==> src/rtl/prio_encoder_seq.sv <==
// rtl/prio_encoder_seq.sv - sequential priority encoder emitting set-bit indices highest first; PENC_ZERO_EMIT_EN enables all-zero beats
module prio_encoder_seq #(
    parameter int W  = 8,
    parameter int DW = 3
) (
    input  logic          clk,
    input  logic          rst_n,
    input  logic [W-1:0]  i,
    input  logic          i_valid,
    output logic          i_ready,
    output logic [DW-1:0] d,
    output logic          d_valid,
    input  logic          d_ready,
    output logic          d_last,
    output logic          none
);

    localparam logic [0:0] IDLE = 1'b0;
    localparam logic [0:0] SCAN = 1'b1;

    logic [0:0]    state_q, state_d;
    logic [W-1:0]  pending_q, pending_d;
    logic [DW-1:0] top_idx;
    logic [W-1:0]  top_onehot;
    logic          single_bit;
    logic          accept;
    logic          d_hs;
    logic          load_nonzero;

    // Ascending scan so the highest set bit is the one left standing.
    always_comb begin
        top_idx    = '0;
        top_onehot = '0;
        for (int k = 0; k < W; k++) begin
            if (pending_q[k]) begin
                top_idx    = DW'(k);
                top_onehot = '0;
                top_onehot[k] = 1'b1;
            end
        end
    end

    assign single_bit   = (pending_q != '0) && ((pending_q & (pending_q - W'(1))) == '0);
    assign accept       = i_valid && i_ready;
    assign d_hs         = d_valid && d_ready;
    assign load_nonzero = accept && (i != '0);
    assign d            = top_idx;
    assign i_ready      = !d_valid || (d_last && d_ready);

`ifdef PENC_ZERO_EMIT_EN
    logic zero_q, zero_d;

    // A zero flag is only ever set while pending is empty, so it is its own final beat.
    assign d_valid = (state_q == SCAN) || zero_q;
    assign d_last  = single_bit || zero_q;
    assign none    = zero_q;

    always_comb begin
        zero_d = zero_q;
        if (d_hs && zero_q) zero_d = 1'b0;
        if (accept)         zero_d = (i == '0);
    end

    always_ff @(posedge clk or negedge rst_n) begin
        if (!rst_n) zero_q <= 1'b0;
        else        zero_q <= zero_d;
    end
`else
    assign d_valid = (state_q == SCAN);
    assign d_last  = single_bit;
    assign none    = 1'b0;
`endif

    // Load after clear: a same-cycle acceptance replaces the final-bit clear.
    always_comb begin
        pending_d = pending_q;
        if (d_hs)   pending_d = pending_q & ~top_onehot;
        if (accept) pending_d = i;
    end

    always_comb begin
        state_d = state_q;
        case (state_q)
            IDLE:    if (load_nonzero) state_d = SCAN;
            SCAN:    if (d_hs && d_last && !load_nonzero) state_d = IDLE;
            default: state_d = IDLE;
        endcase
    end

    always_ff @(posedge clk or negedge rst_n) begin
        if (!rst_n) begin
            state_q   <= IDLE;
            pending_q <= '0;
        end else begin
            state_q   <= state_d;
            pending_q <= pending_d;
        end
    end

endmodule
==> config.mk <==
export PLATFORM = sky130hd
export DESIGN_NAME = prio_encoder_seq
export DESIGN_NICKNAME = d
export VERILOG_FILES = /design/src/rtl/prio_encoder_seq.sv
export SDC_FILE = /design/constraint.sdc
export NUM_CORES = 1
export LEC_CHECK = 0
export ABC_AREA = 1
export CORE_UTILIZATION = 40
export CTS_BUF_LIST = sky130_fd_sc_hd__clkbuf_8
export DETAILED_ROUTE_END_ITERATION = 6
export GPL_ROUTABILITY_DRIVEN = 0
export PLACE_DENSITY = 0.7
export SYNTH_ARGS = -nofsm -noshare
export SYNTH_HDL_FRONTEND = slang
export SYNTH_SLANG_ARGS = --single-unit
==> constraint.sdc <==
create_clock -name clk -period 1.6 [get_ports clk]
set_input_delay 0.32 -clock clk [delete_from_list [all_inputs] [get_ports clk]]
set_output_delay 0.32 -clock clk [all_outputs]
set_load 0.01 [all_outputs]
# Yosys cells after proc, flatten, opt, wreduce, memory -nomap -nowiden
# Index checks and enable logic that the tools add are counted.
[word_totals]
regBits = 9
in_bits = 12
[classes]
add_sub_neg = 1
muxes = 20
n_bitwise = 4
reduce_logical = 14
[op_table]
columns = ["operator", "count"]
rows = [
  ["$mux W8", 8],
  ["$and A8 B8 Y8", 2],
  ["$reduce_bool A8 Y1", 2],
  ["$mux W3", 5],
  ["$logic_not A8 Y1", 1],
  ["$not A8 Y8", 1],
  ["$sub A8 B1 Y8 const B", 1],
  ["$logic_and A1 B1 Y1", 7],
  ["$mux W1", 4],
  ["$mux W2", 2],
  ["$logic_not A1 Y1", 2],
  ["$pmux W1 S2", 1],
  ["$reduce_bool A2 Y1", 1],
  ["$logic_or A1 B1 Y1", 1],
  ["$not A1 Y1", 1],
]

# Longest topological paths before layout
[logic_depth]
depth_word = 12
mapped_depth = 12
ltp_nobuf = 12

# Worst setup path after synthesis
# Ideal clock, no wire load.
[synth_timing]
path_kind = "register to register"
startpoint = "register pending_q[1]"
endpoint = "register pending_q[5]"
setup_ps = 118
arrival_ps = 1284
required_time_ps = 1482
setup_slack_ps = 198
stages_incl_launch_ff = 13
path_buffers = 0
period_less_slack_ps = 1402
cell_sequence = "dfrtp_1 nor2_2 nand2_1 nor2_1 nand2_1 nand2_1 inv_1 nand3_2 nand2_4 nand2_4 nand2_1 nand3_1 nand2_1"
[synth_via]
elab_chain_cells = 8
elab_cells_between_ends = 10
[synth_rtl]
columns = ["element", "line_no", "text"]
rows = [
  ["start: declaration", "22", "logic [W-1:0] pending_q, pending_d;"],
  ["start signal: assignment", "96", "pending_q <= pending_d;"],
  ["$sub A8 B1 Y8", "43", "assign single_bit = (pending_q != '0) && ((pending_q & (pending_q - W'(1))) == '0);"],
  ["$and A8 B8 Y8", "43", ""],
  ["$logic_not A8 Y1", "43", ""],
  ["$logic_and A1 B1 Y1 (*)", "43", ""],
  ["$logic_and A1 B1 Y1 (*)", "48", "assign i_ready = !d_valid || (d_last && d_ready);"],
  ["$logic_or A1 B1 Y1 (*)", "48", ""],
  ["via i_ready", "10", "output logic i_ready,"],
  ["$logic_and A1 B1 Y1 (*)", "44", "assign accept = i_valid && i_ready;"],
  ["$mux W8 / $reduce_bool A2 Y1 (equally long branches)", "-", ""],
]
# Mark *: on every way through the listed nets, which the timed path passes. The rest lies on a longest branch.
# A chain may end at the register's enable or synchronous reset.

# Worst setup path after layout
[layout_timing]
startpoint = "register pending_q[6]"
endpoint = "output d_last"
[layout_via]
elab_chain_cells = 4
elab_cells_between_ends = 5
[layout_rtl]
columns = ["element", "line_no", "text"]
rows = [
  ["$sub A8 B1 Y8", "43", ""],
  ["$and A8 B8 Y8", "43", ""],
  ["$logic_not A8 Y1", "43", ""],
  ["$logic_and A1 B1 Y1 (*)", "43", ""],
  ["end: declaration", "14", "output logic d_last,"],
]
# Mark *: on every way between the ends. The rest lies on a longest branch, timed or not.

==> results.env <==
CTS_MAX_LEVEL=1
ROW_COUNT=14
FP.DIEW_UM=43.48
NETLIST.AREA_LEADER.SHARE_PCT=32.73
SETUP_REPAIR_AFTER_GLOBAL_ROUTING_MISSED_ITS_MARGIN='true'
POST_DP_HPWL_MM=1.378
NUMBER_OF_CLOCK_BUFFERS_INSERTED_BY_TRITONCTS=3
MULTI_INPUT_COMB_AREA_UM2=414.1
RR_WORST_DEPTH=13
GRT_MAX_DEGREE=10
TRITONCTS='built'
VIAS_PER_CELL=4.854
PERIOD_SHARE_PCT=109.2
GRT_PASS1_WL_MM=3.249
GRT_USAGE_PCT=23.23
POWER_LEAKAGE_nW=0.6397
FIRST_PASS_ITERS=7
DIE_FOOTPRINT_MM2=0.001890
CLOCK-ROOT-BUFFER='sky130_fd_sc_hd__clkbuf_8'
POST_CTS_HOLD_BUFFER_COUNT=0
YOSYSSEQAREASHARE_PCT=32.73
DRC=4
TIMING.FMAX_GHz=0.5723
TIMING.CRITICAL_PATH.MODE_CELL='sky130_fd_sc_hd__nand2_1'
DRIVE_ABOVE_1_SHARE_PCT=30.97
POSTSYNTHAREAPERCELL_UM2=6.200
LAYOUT-AREA-OVERHEAD-VS-SYNTH_PCT=61.46
TIMING.MAX_CAP.VIOLATIONS=0
TIMING.FINAL.CRIT_PERIOD_NS=1.747
CP-END-KIND='output pin'
ANTENNA-DIODE-COUNT=0
POST-LAYOUT-TOTAL-POWER_mW=2.133
ROUTED-VIA-COUNT=830
CLOCK_INSERTION_DELAY_WORST_SKEW_NS=0.23
FINAL_MAX_SLEW_VIOL_COUNT=0
MOSTFREQUENTLAYOUTCELLS='sky130_fd_sc_hd__nand2_1 (39), sky130_fd_sc_hd__buf_4 (25), sky130_fd_sc_hd__inv_1 (19)'
INITIAL_UTILIZATION_PCT=44.14
FLOORPLAN.CORE_AREA_MM2=0.001559
DRT-WIRELENGTH-PER-CELL_UM=10.97
WORST_CLOCK_SKEW_NS=0.002503
NUMPORTBUFFERS=17
DPL-INSTANCE-AREA_MM2=0.001001
SLOWEST_DELAY_NS=0.42
CRIT_PATH_CELL_TRACE='nor2_2, nand2_2, nand2_1, nand2_1, buf_4, nor3_1, buf_2'
SETUP_WS_NS=-0.1474
VDD.IR_DROP.WORST_V=0.001233
WORSTSETUPPATHDEPTH=7
MAPPED_CELL_AREA_UM2=688.2
PATH_CLASS='reg2out'
CP_MAX_FO=4
WORSTSETUPSTARTPOINTTYPE='flop'
SYNTH_TOP_CELLS_BY_AREA='sky130_fd_sc_hd__dfrtp_1 (33%), sky130_fd_sc_hd__nand2_1 (23%), sky130_fd_sc_hd__nand3_1 (11%)'
YOSYS_WARNINGS=0
PATH_DELAY_FAMILY='simple AND/OR/NAND/NOR gates'
FINAL.FILL_COUNT=144
CELL_TYPE_WITH_THE_HIGHEST_AGGREGATE_AREA_IN_THE_NETLIST='sky130_fd_sc_hd__dfrtp_1'
OUTCOME='complete, but fails checks'
DRT_WL_TOTAL_MM=1.876
FINALHOLDVIOLCOUNT=0
FINAL_DESIGN_AREA_NO_FILL_MM2=0.001111
SYNTH_NETS=123
SYNTH.LIB_CELLS_USED.DISTINCT=20
REPORT.FINAL.SETUP_VIOL=8
DRTITER0DRC=31
VIOLATIONS_IN_THE_FINAL_REPORTS='design-rule violations, negative setup slack'
REQUIRED_TIME_AT_THE_WORST_SLACK_ENDPOINT_NS=1.28
MOST_COMMON_CELL_AFTER_LAYOUT_FILL_AND_TAPS_ASIDE='sky130_fd_sc_hd__nand2_1'
TIMING.CRITICAL_PATH.ARRIVAL_NS=1.43
CTS.REPORTEDPATHS.CLKPINSLEW_NS=0.05
GRT_PASS1_VIAS=790
ANTENNA_FOUND_INITIAL=0
ANTENNA_LEFT=0
DESIGN.FINAL.NETS=168
WORST_HOLD_PATH_TYPE='in2async'
PWR_DENSITY_CELL_mW_PER_MM2=1920
SEQCELLAREA_UM2=225.2
GRT.OVERFLOW.TOTAL=0
CP.BUFFERS_INVERTERS=2
IO_PINS=19
CLOCK_TREE.BUFFER_DEPTH=2
SYNTH_CELLS=111
DIE_HEIGHT_UM=43.48
CLKSINKCOUNT=9
WORST_PATH_MAX_DELAY_CELL='sky130_fd_sc_hd__dfrtp_1'
SYNTH.FF_LATCH_COUNT=9
[routing by layer]
| layer | up-vias | global-route usage [%] | wire [um] |
|---|---|---|---|
| met5 | - | 0 | 0 |
| met4 | 0 | 11.88 | 37 |
| met3 | 6 | 2.500 | 101 |
| met2 | 32 | 39.09 | 936 |
| met1 | 356 | 29.47 | 800 |
| li1 | 436 | - | - |
[worst reg2reg max path, delay by kind of cell, from the launching register on]
family / cells / cell delay (ns)
buffers and inverters: 2 / 0.22
and+or+nand+nor: 11 / 0.87
DFF: 1 / 0.42
[what timing repair did]
action	CTS	global route
gates resized for setup	24	9
endpoints found under the setup margin	12	13
setup buffers	5	3
pin swaps	7	9
[state kept, by name, summed over array words and instances, names as in the netlist]
register   flops
d_valid        1
pending_q      8
[cells in the mapped netlist, drive strengths merged]
cell type / number
dfrtp: 9
nand2: 46
nand3b: 1
o31ai: 1
inv: 18
o21ai: 6
nor3: 2
conb: 1
nand4: 1
a21oi: 1
buf: 2
nand3: 16
o22ai: 1
nor2: 6
[area by class of cell]
type                    count  share of cell area [%]
clock buffers               3                   3.716
clock inverters             1                  0.3378
inverters                  18                   6.081
multi-input cells          82                   37.27
flip-flops and latches      9                   20.27
well taps                  16                   1.802
repair buffers             42                   30.52
[logic make-up after synthesis]
logic type,synth area share [%]
other,0.5449
and+or+nand+nor,47.45
AOI/OAI and AO/OA,7.636
buffers and inverters,11.64
DFF,32.73
[through the flow]
step / setup slack [ns] / hold slack [ns] / util (%) / cells / setup TNS, ns
3_5_place_dp: -0.3184 / 0.6051 / 64.21 / 160 / -0.8998
4_1_cts: -0.1577 / 0.4066 / 69.18 / 169 / -0.4767
5_1_grt: -0.2240 / 0.4290 / 71.27 / 171 / -1.489
3_3_place_gp: -0.3112 / 0.5953 / 64.21 / 160 / -0.6833
6_report: -0.1474 / 0.3936 / 71.27 / 171 / -0.3264
2_1_floorplan: 0.1982 / 0.02441 / - / 111 / 0
[final timing paths]
kind                       slack (ns)           end          from
min in group clk                 0.65  pending_q[4]  pending_q[4]
max in group asynchronous        0.91  pending_q[5]         rst_n
min reg2reg                      0.65  pending_q[4]  pending_q[4]
min                              0.39  pending_q[0]         rst_n
max reg2reg                     -0.01  pending_q[4]  pending_q[6]
max                             -0.15        d_last  pending_q[6]
[where the power goes]
group	internal, mW	total (mW)	switching [mW]
combinational	0.714	1.46	0.742
clock	0.167	0.260	0.0931
sequential	0.313	0.417	0.104
total	1.19	2.13	0.939
Power figures use the tool's default switching activity.
